--- src/rtl/div_pkg.sv ---
// rtl/div_pkg.sv - shared types and helpers for the divider/BCD report path
package div_pkg;

  localparam int BCD_NIBBLE = 4;

  typedef enum logic [1:0] {
    IDLE,
    SHIFT,
    DONE
  } conv_state_t;

  // Smallest digit count whose decimal range covers every qw-bit unsigned value.
  function automatic int bcd_digits(input int qw);
    longint lim;
    longint pw;
    int     d;
    lim = longint'(1) << qw;
    pw  = 10;
    d   = 1;
    while (pw < lim) begin
      pw = pw * 10;
      d  = d + 1;
    end
    return d;
  endfunction

endpackage

--- src/rtl/bcd_add3.sv ---
// rtl/bcd_add3.sv - double-dabble nibble corrector (add 3 when nibble >= 5)
module bcd_add3 (
  input  logic [3:0] nib,
  output logic [3:0] nib_adj
);

  always_comb begin
    nib_adj = (nib >= 4'd5) ? nib + 4'd3 : nib;
  end

endmodule

--- src/rtl/quotient_bcd_converter.sv ---
// rtl/quotient_bcd_converter.sv - binary quotient to packed BCD, one conversion in flight
module quotient_bcd_converter
  import div_pkg::*;
#(
  parameter int QW     = 8,
  parameter int DIGITS = 3
) (
  input  logic                         clk,
  input  logic                         rst,
  input  logic                         in_valid,
  output logic                         in_ready,
  input  logic [QW-1:0]                in_quot,
  output logic                         out_valid,
  input  logic                         out_ready,
  output logic [BCD_NIBBLE*DIGITS-1:0] out_bcd,
  output logic                         busy
);

  localparam int BW = BCD_NIBBLE * DIGITS;
  localparam int CW = $clog2(QW + 1);

  if (DIGITS < bcd_digits(QW)) begin : g_digits_check
    $error("quotient_bcd_converter: DIGITS too small for QW");
  end

  conv_state_t   state, state_next;
  logic [QW-1:0] bin;
  logic [BW-1:0] bcd;
  logic [BW-1:0] bcd_adj;
  logic [BW-1:0] bcd_shifted;
  logic [BW-1:0] result;
  logic [CW-1:0] cnt;

  for (genvar i = 0; i < DIGITS; i++) begin : g_add3
    bcd_add3 u_add3 (
      .nib     (bcd[i*BCD_NIBBLE +: BCD_NIBBLE]),
      .nib_adj (bcd_adj[i*BCD_NIBBLE +: BCD_NIBBLE])
    );
  end

  // Correction happens first, then the bin MSB is shifted into the units digit.
  assign bcd_shifted = BW'({bcd_adj, bin[QW-1]});

  always_ff @(posedge clk) begin
    if (rst) begin
      state <= IDLE;
    end else begin
      state <= state_next;
    end
  end

  always_comb begin
    state_next = state;
    case (state)
      IDLE:    if (in_valid) state_next = SHIFT;
      SHIFT:   if (cnt == CW'(1)) state_next = DONE;
      DONE:    if (out_ready) state_next = IDLE;
      default: state_next = IDLE;
    endcase
  end

  always_comb begin
    in_ready  = (state == IDLE) && !rst;
    busy      = (state == SHIFT);
    out_valid = (state == DONE);
  end

  always_ff @(posedge clk) begin
    if (rst) begin
      bin    <= '0;
      bcd    <= '0;
      cnt    <= '0;
      result <= '0;
    end else if (state == IDLE) begin
      if (in_valid) begin
        bin <= in_quot;
        bcd <= '0;
        cnt <= CW'(QW);
      end
    end else if (state == SHIFT) begin
      bin <= bin << 1;
      bcd <= bcd_shifted;
      cnt <= cnt - CW'(1);
      if (cnt == CW'(1)) result <= bcd_shifted;
    end
  end

  // Result register keeps the last conversion visible outside DONE.
  assign out_bcd = result;

endmodule

--- config.mk ---
export PLATFORM = sky130hd
export DESIGN_NAME = quotient_bcd_converter
export DESIGN_NICKNAME = d
export VERILOG_FILES = /design/src/rtl/div_pkg.sv /design/src/rtl/bcd_add3.sv /design/src/rtl/quotient_bcd_converter.sv
export SDC_FILE = /design/constraint.sdc
export NUM_CORES = 1
export LEC_CHECK = 0
export ABC_CLOCK_PERIOD_IN_PS = 1500
export CAP_MARGIN = 20
export CORE_ASPECT_RATIO = 0.9
export CORE_UTILIZATION = 44
export DETAILED_ROUTE_END_ITERATION = 8
export DONT_BUFFER_PORTS = 1
export HOLD_SLACK_MARGIN = 0.1
export SLEW_MARGIN = 0
export SYNTH_ARGS = -nofsm -noshare
export SYNTH_HDL_FRONTEND = slang
export SYNTH_SLANG_ARGS = --single-unit
--- constraint.sdc ---
create_clock -name clk -period 1.5 [get_ports clk]
set_clock_uncertainty 0.15 [all_clocks]
set_input_delay 0.225 -clock clk [delete_from_list [all_inputs] [get_ports clk]]
set_output_delay 0.225 -clock clk [all_outputs]
set_load 0.01 [all_outputs]
==> flow_summary.toml <==
[outcome]
run_status = "finished with violations"
violations = "setup timing"

[routing]
highest_layer = "met4"
postRouteAntennaNets = 0
drc = 0
drtPass1Iterations = 4
m1WireLength_mm = 2.23
vias = 1741
drtIter0Drc = 99
wl_per_cell_um = 17.3
met3WireLength_um = 226
met2WireLength_mm = 2.62
drt_wl_total_mm = 5.25
vias_per_cell = 5.75

[clock_tree]
htreeDepth = 2
clock-root-buffer = "clkbuf_8"
cts_tree = "yes"
cts.sinks = 38
path_clk_slew_ns = 0.08
clkLatencyLatePin_ns = 0.30
cts.path.max_buffers = 2
cts_buffers = 5

[critical_path]
crit_type = "reg2reg"
arrival_ns = 1.66
crit_path_end_kind = "flop"
cpPeakStageDelay_ns = 0.36
cp_slowest_cell = "dfxtp_2"
startpoint = "bcd[1]"
r2r_start = "bcd[1]"
crit_path_max_fanout = 4
worst_setup_path_start_kind = "flop"
required_ns = 1.58
crit_chain = "inv_4 -> ha_4 -> nand2b_4 -> a21oi_4 -> mux2_4 -> o22ai_2"

[synth]
syn_area_per_cell_um2 = 8.59
yosys_warnings = 0
synth-main-ff-cell = "dfxtp_1"
synth_cell_types = 31
synth_nets = 231
yosysSeqAreaShare = 0.420
synth_cells = 211
synth_seq_cells = 38
syn-cell-area_um2 = 1810
async_reset_ff_frac = 0
synth_edf_count = 0

[sta]
fin_ws_ns = -0.0708
rsz0062_at_grt = "true"
relSlewSlack = 0.744
layout_min_cycle_time_ns = 1.57
timing.fmax_mhz = 637
worst_pin_slew_ns = 0.380
whs_ns = 0.0642
setup_viol = 10
slew_viol_final = 0
hold_violations = 0
period_share = 1.05
fin_setup_tns_ns = -0.324

[floorplanning]
start_util = 0.473
die_y_um = 62.9
row_count = 21
die-width_um = 69.7
core_area_um2 = 3840
dieArea_um2 = 4380
io_pins = 27

[global_routing]
grt_max_degree = 40
antenna_found_initial = 0
grt-ovfl-total = 0
grtUsageTotal = 0.240
first_global_vias = 1662
grt_pass1_wl_mm = 8.12

[layout]
nFillCells = 271
drive_gt1_frac = 0.467
final_cell_mix = "36 x buf_4, 27 x dfxtp_1, 22 x nor2_1"
antenna_cells = 0
layout_commonest_cell = "buf_4"
layout.nets = 276
area_delta_synth_final_pct = 50.2

[worst_hold_path]
hold_class = "in2reg"
min_from = "in_valid"

[place]
place_hpwl_mm = 2.89
post-place-ws_ns = -0.167
port_buffers = 0
globalplace.congestion = 0.795

[flow_run]
max-cap-violations = 0

[pwr]
p_per_area_nw_per_um2 = 819
ir_drop_uv = 583
p_leak_uw = 0.000998
==> routing by layer <==
layer	track usage	vias up
li1	-	836
met1	0.277	842
met2	0.415	46
met3	0.0661	17
met4	0.103	0
met5	0	-
==> state kept, by name, summed over array words and instances, names as in the netlist <==
register / count
bcd: 12
out_bcd: 12
bin: 8
cnt: 4
state: 2
==> synthesized netlist by cell type (all sizes together), types with 3 or more instances <==
cell type | n | area [µm²]
a21oi | 23 | 115
nand2b | 12 | 85.1
a22oi | 3 | 22.5
mux2 | 4 | 45.0
nor3 | 7 | 35.0
nand3b | 4 | 30.0
inv | 17 | 63.8
nor3b | 7 | 52.6
ha | 8 | 100
xnor2 | 3 | 26.3
dfxtp | 38 | 761
o32ai | 5 | 43.8
nor2 | 25 | 93.8
o21ai | 12 | 60.1
a211oi | 8 | 60.1
o22ai | 10 | 62.6
clkbuf | 10 | 37.5
nand3 | 3 | 15.0
==> metrics by stage <==
step / area, µm² / power, µW / cells / utilization
final: 2720 / 2230 / 303 / 0.710
after global routing: 2720 / 2330 / 303 / 0.710
after floorplan: 1880 / 1300 / 211 / -
after detailed placement: 2080 / 1380 / 270 / 0.542
after CTS: 2530 / 2180 / 295 / 0.660
after global placement: 2080 / 1370 / 270 / 0.542
==> kinds of logic after synthesis <==
group,Yosys count,share of synthesized area
xor gates and xnor gates,3,0.0145
and+or+nand+nor,65,0.206
adders and majority gates,8,0.0552
DFF,38,0.420
muxes,5,0.0304
buffers and inverters,29,0.0628
AOI/OAI and AO/OA,63,0.212
==> critical path: cells and delay by family (launching register included) <==
family | cells | cell delay, ns
DFF | 1 | 0.36
muxes | 1 | 0.34
AOI/OAI and AO/OA | 2 | 0.29
adders and majority gates | 1 | 0.15
and+or+nand+nor | 1 | 0.15
buffers and inverters | 1 | 0.06
==> where the power goes <==
group          switching (µW)  total, µW  internal, µW
logic                     199        394           195
clock network             372        743           371
registers                42.6       1090          1050
total                     613       2230          1620
==> what timing repair did <==
item | 4_1_cts | 5_1_grt
setup buffers | 13 | 6
cloned | 1 | 0
resized for setup | 48 | 36
endpoints found under the hold margin | 38 | 4
hold buffers | 3 | 4
setup endpoints to repair | 21 | 25
pin swaps | 12 | 10
==> area by class of cell <==
cell class,instances,area [µm²],area share
Clock buffer,7,86.3,0.0317
Clock inverter,1,5.00,0.00184
Inverter,17,75.1,0.0276
Multi-Input combinational cell,144,1270,0.466
Sequential cell,38,779,0.286
Tap cell,46,57.6,0.0211
Timing Repair Buffer,50,450,0.165
==> path summary, 6_finish.rpt <==
path                            cells past startpoint         end  slack (ns)
worst max register to register                      6  out_bcd[2]       -0.07
worst max-delay path                                6  out_bcd[2]       -0.07
worst min-delay path                                3      bin[0]        0.06
worst min register to register                      2      bin[6]        0.32
No activity file was read; power rests on OpenSTA's default activity.
==> edit (config.mk and constraints unchanged) <==
The parameter `DIGITS` goes from 3 to 5.
--- a/src/rtl/quotient_bcd_converter.sv
+++ b/src/rtl/quotient_bcd_converter.sv
@@ -3,7 +3,7 @@
   import div_pkg::*;
 #(
   parameter int QW     = 8,
-  parameter int DIGITS = 3
+  parameter int DIGITS = 5
 ) (
   input  logic                         clk,
   input  logic                         rst,
Interface: changed (resized out_bcd); port bits go from 27 to 35. The function was not compared with the original's and may differ.
==> edit against the original RTL <==
Sequential cell count grew 16. The flow still finishes with violations (negative setup slack). Critical path depth grew 1. Setup slack lost 0.024 ns. Highest routed layer unchanged. Largest power group unchanged. Count of clock-buffer cells in the layout shrank 2. Critical path type unchanged. First-iteration DRC count grew 37%. Routed wire length grew 29%. Global-route usage shrank 2.9 points. Power grew 28%. Synthesized area grew 43%. Cell area grew 39%. Largest cell class unchanged.
==> edit: results <==
group,metric,value,unit
power_and_ir_drop,power_frac_clock,29.5,%
placed_design,port_buffers,0,
cts,clock_latency,0.31,ns
route,drt_pre_antenna_iters,4,
logic_synthesis,yosysWarnings,0,
logic_synthesis,synthTopCellsByCount,"dfxtp_1 (54), nor2_1 (28), a21oi_1 (23)",
logic_synthesis,synth_adder_area_share,5.79,%
route,dr.first_iter.drc_count,136,
cells_and_area,layout-drive-gt1-share,49.0,%
cells_and_area,insertedDiodeCount,0,
logic_synthesis,synth.area.top_cells,"dfxtp_1 (42%), ha_1 (5.8%), o2bb2ai_2 (5.8%)",
timing,setup_tns,-1.13,ns
outcome,violations,"negative setup slack",
placed_design,pre_cts_slack,-0.0832,ns
critical_path,cp_max_fo,6,
logic_synthesis,ys_types,37,
global_route,grt_max_degree,41,
logic_synthesis,ys_seq_area_share,41.7,%
timing,setup_slack,-0.0948,ns
logic_synthesis,synth-xor-area-share,2.03,%
cells_and_area,layout.nets,372,
power_and_ir_drop,leakage,1.43,nW
power_and_ir_drop,ir_drop,397,µV
logic_synthesis,synth_mux_area_share,2.99,%
worst_hold_path,hp-class,"in2reg",
timing,worst_pin_slew,0.330,ns
global_route,grt_pass1_wl,10400,µm
cts,clkTransAtPathRegs,0.11,ns
outcome,status,"complete, but fails checks",
power_and_ir_drop,netSwitchingFraction,27.6,%
timing,setup_viol,17,
cells_and_area,nFillCells,432,
route,num_vias,2308,
logic_synthesis,async_reset_ff_share,0,%
global_route,first_global_vias,2174,
critical_path,worstPathArrival,1.64,ns
logic_synthesis,synth_compound_area_share,20.9,%
global_route,antenna_found_initial,0,
placed_design,place_congestion,0.752,
global_route,grt_use_total,21.1,%
logic_synthesis,ys.flop_type,"dfxtp_1",
cts,clockBufferDepth,2,
route,drt_wl_total,6790,µm
cts,h-tree-depth,2,
placed_design,dp_hpwl,4040,µm
cts,numCtsBuffers,5,
cts,root_buffer,"clkbuf_8",
logic_synthesis,syn_nets,302,
## edit: cell count changes in the layout (fill, tap and decap cells not counted), moves of 7 or more
cell       unedited run  this run
dfxtp_1              27        41
buf_6                 4        12
o2bb2ai_2             0        11
buf_4                36        52
nor2b_1               0         7
o22ai_1               8        15
## edit: area by class of cell
type / instances / area share (%)
inverters: 15 / 1.68
clock inverters: 3 / 0.627
well taps: 70 / 2.31
multi-input cells: 193 / 45.9
clock buffers: 5 / 1.82
repair buffers: 79 / 18.6
flip-flops and latches: 54 / 29.1
## edit: cell families after synthesis
kind of cell,Yosys count
buffers and inverters,31
DFF,54
muxes,7
xor gates and xnor gates,6
adders and majority gates,12
AOI/OAI and AO/OA,75
and+or+nand+nor,93
## edit: per-layer routing
layer / up-vias / global-route usage, % / wire length (µm)
li1: 1127 / - / -
met1: 1130 / 27.2 / 3240
met2: 44 / 37.2 / 3250
met3: 7 / 3.62 / 238
met4: 0 / 6.13 / 68
met5: - / 0 / 0
## edit: worst max-delay path, stage by stage, from the launching register on
cell and delay (ns):
dfxtp_2 0.38, ha_4 0.15, nand3b_4 0.09, nor3_4 0.24, buf_4 0.17, buf_6 0.13, buf_6 0.11, a211oi_2 0.05
## edit: power groups by stage
stage / combinational, mW / sequential [mW] / clock [mW]
finish: 0.485 / 1.53 / 0.844
global route: 0.528 / 1.54 / 0.920
global placement: 0.327 / 1.56 / 0
CTS: 0.435 / 1.53 / 0.867
detailed placement: 0.332 / 1.56 / 0
floorplan: 0.253 / 1.55 / 0
## edit: path summary, 6_finish.rpt
check | from | to | slack, ns | depth (start not counted)
hold / removal | rst | out_bcd[1] | 0.12 | 3
setup / recovery | cnt[0] | out_bcd[15] | -0.09 | 7
setup reg to reg | cnt[0] | out_bcd[15] | -0.09 | 7
hold reg to reg | bin[2] | bin[2] | 0.35 | 2
## edit: stage by stage
stage,power (mW),std cells,util [%],hold slack (ns),cell area (µm²)
after detailed placement,1.89,378,54.0,0.151,3070
after floorplan,1.80,278,-,0.238,2730
after global placement,1.89,378,54.0,0.150,3070
final,2.86,419,66.5,0.118,3790
after CTS,2.83,412,63.1,0.105,3590
after global routing,2.99,419,66.5,0.122,3790
## edit: what timing repair did
item                                    CTS  global route
hold endpoints to repair                 40             2
resized for setup                        53            38
hold buffers                             12             1
setup buffers                            13             6
gates cloned                              1             1
pin swaps                                 5             6
endpoints found under the setup margin   30            43
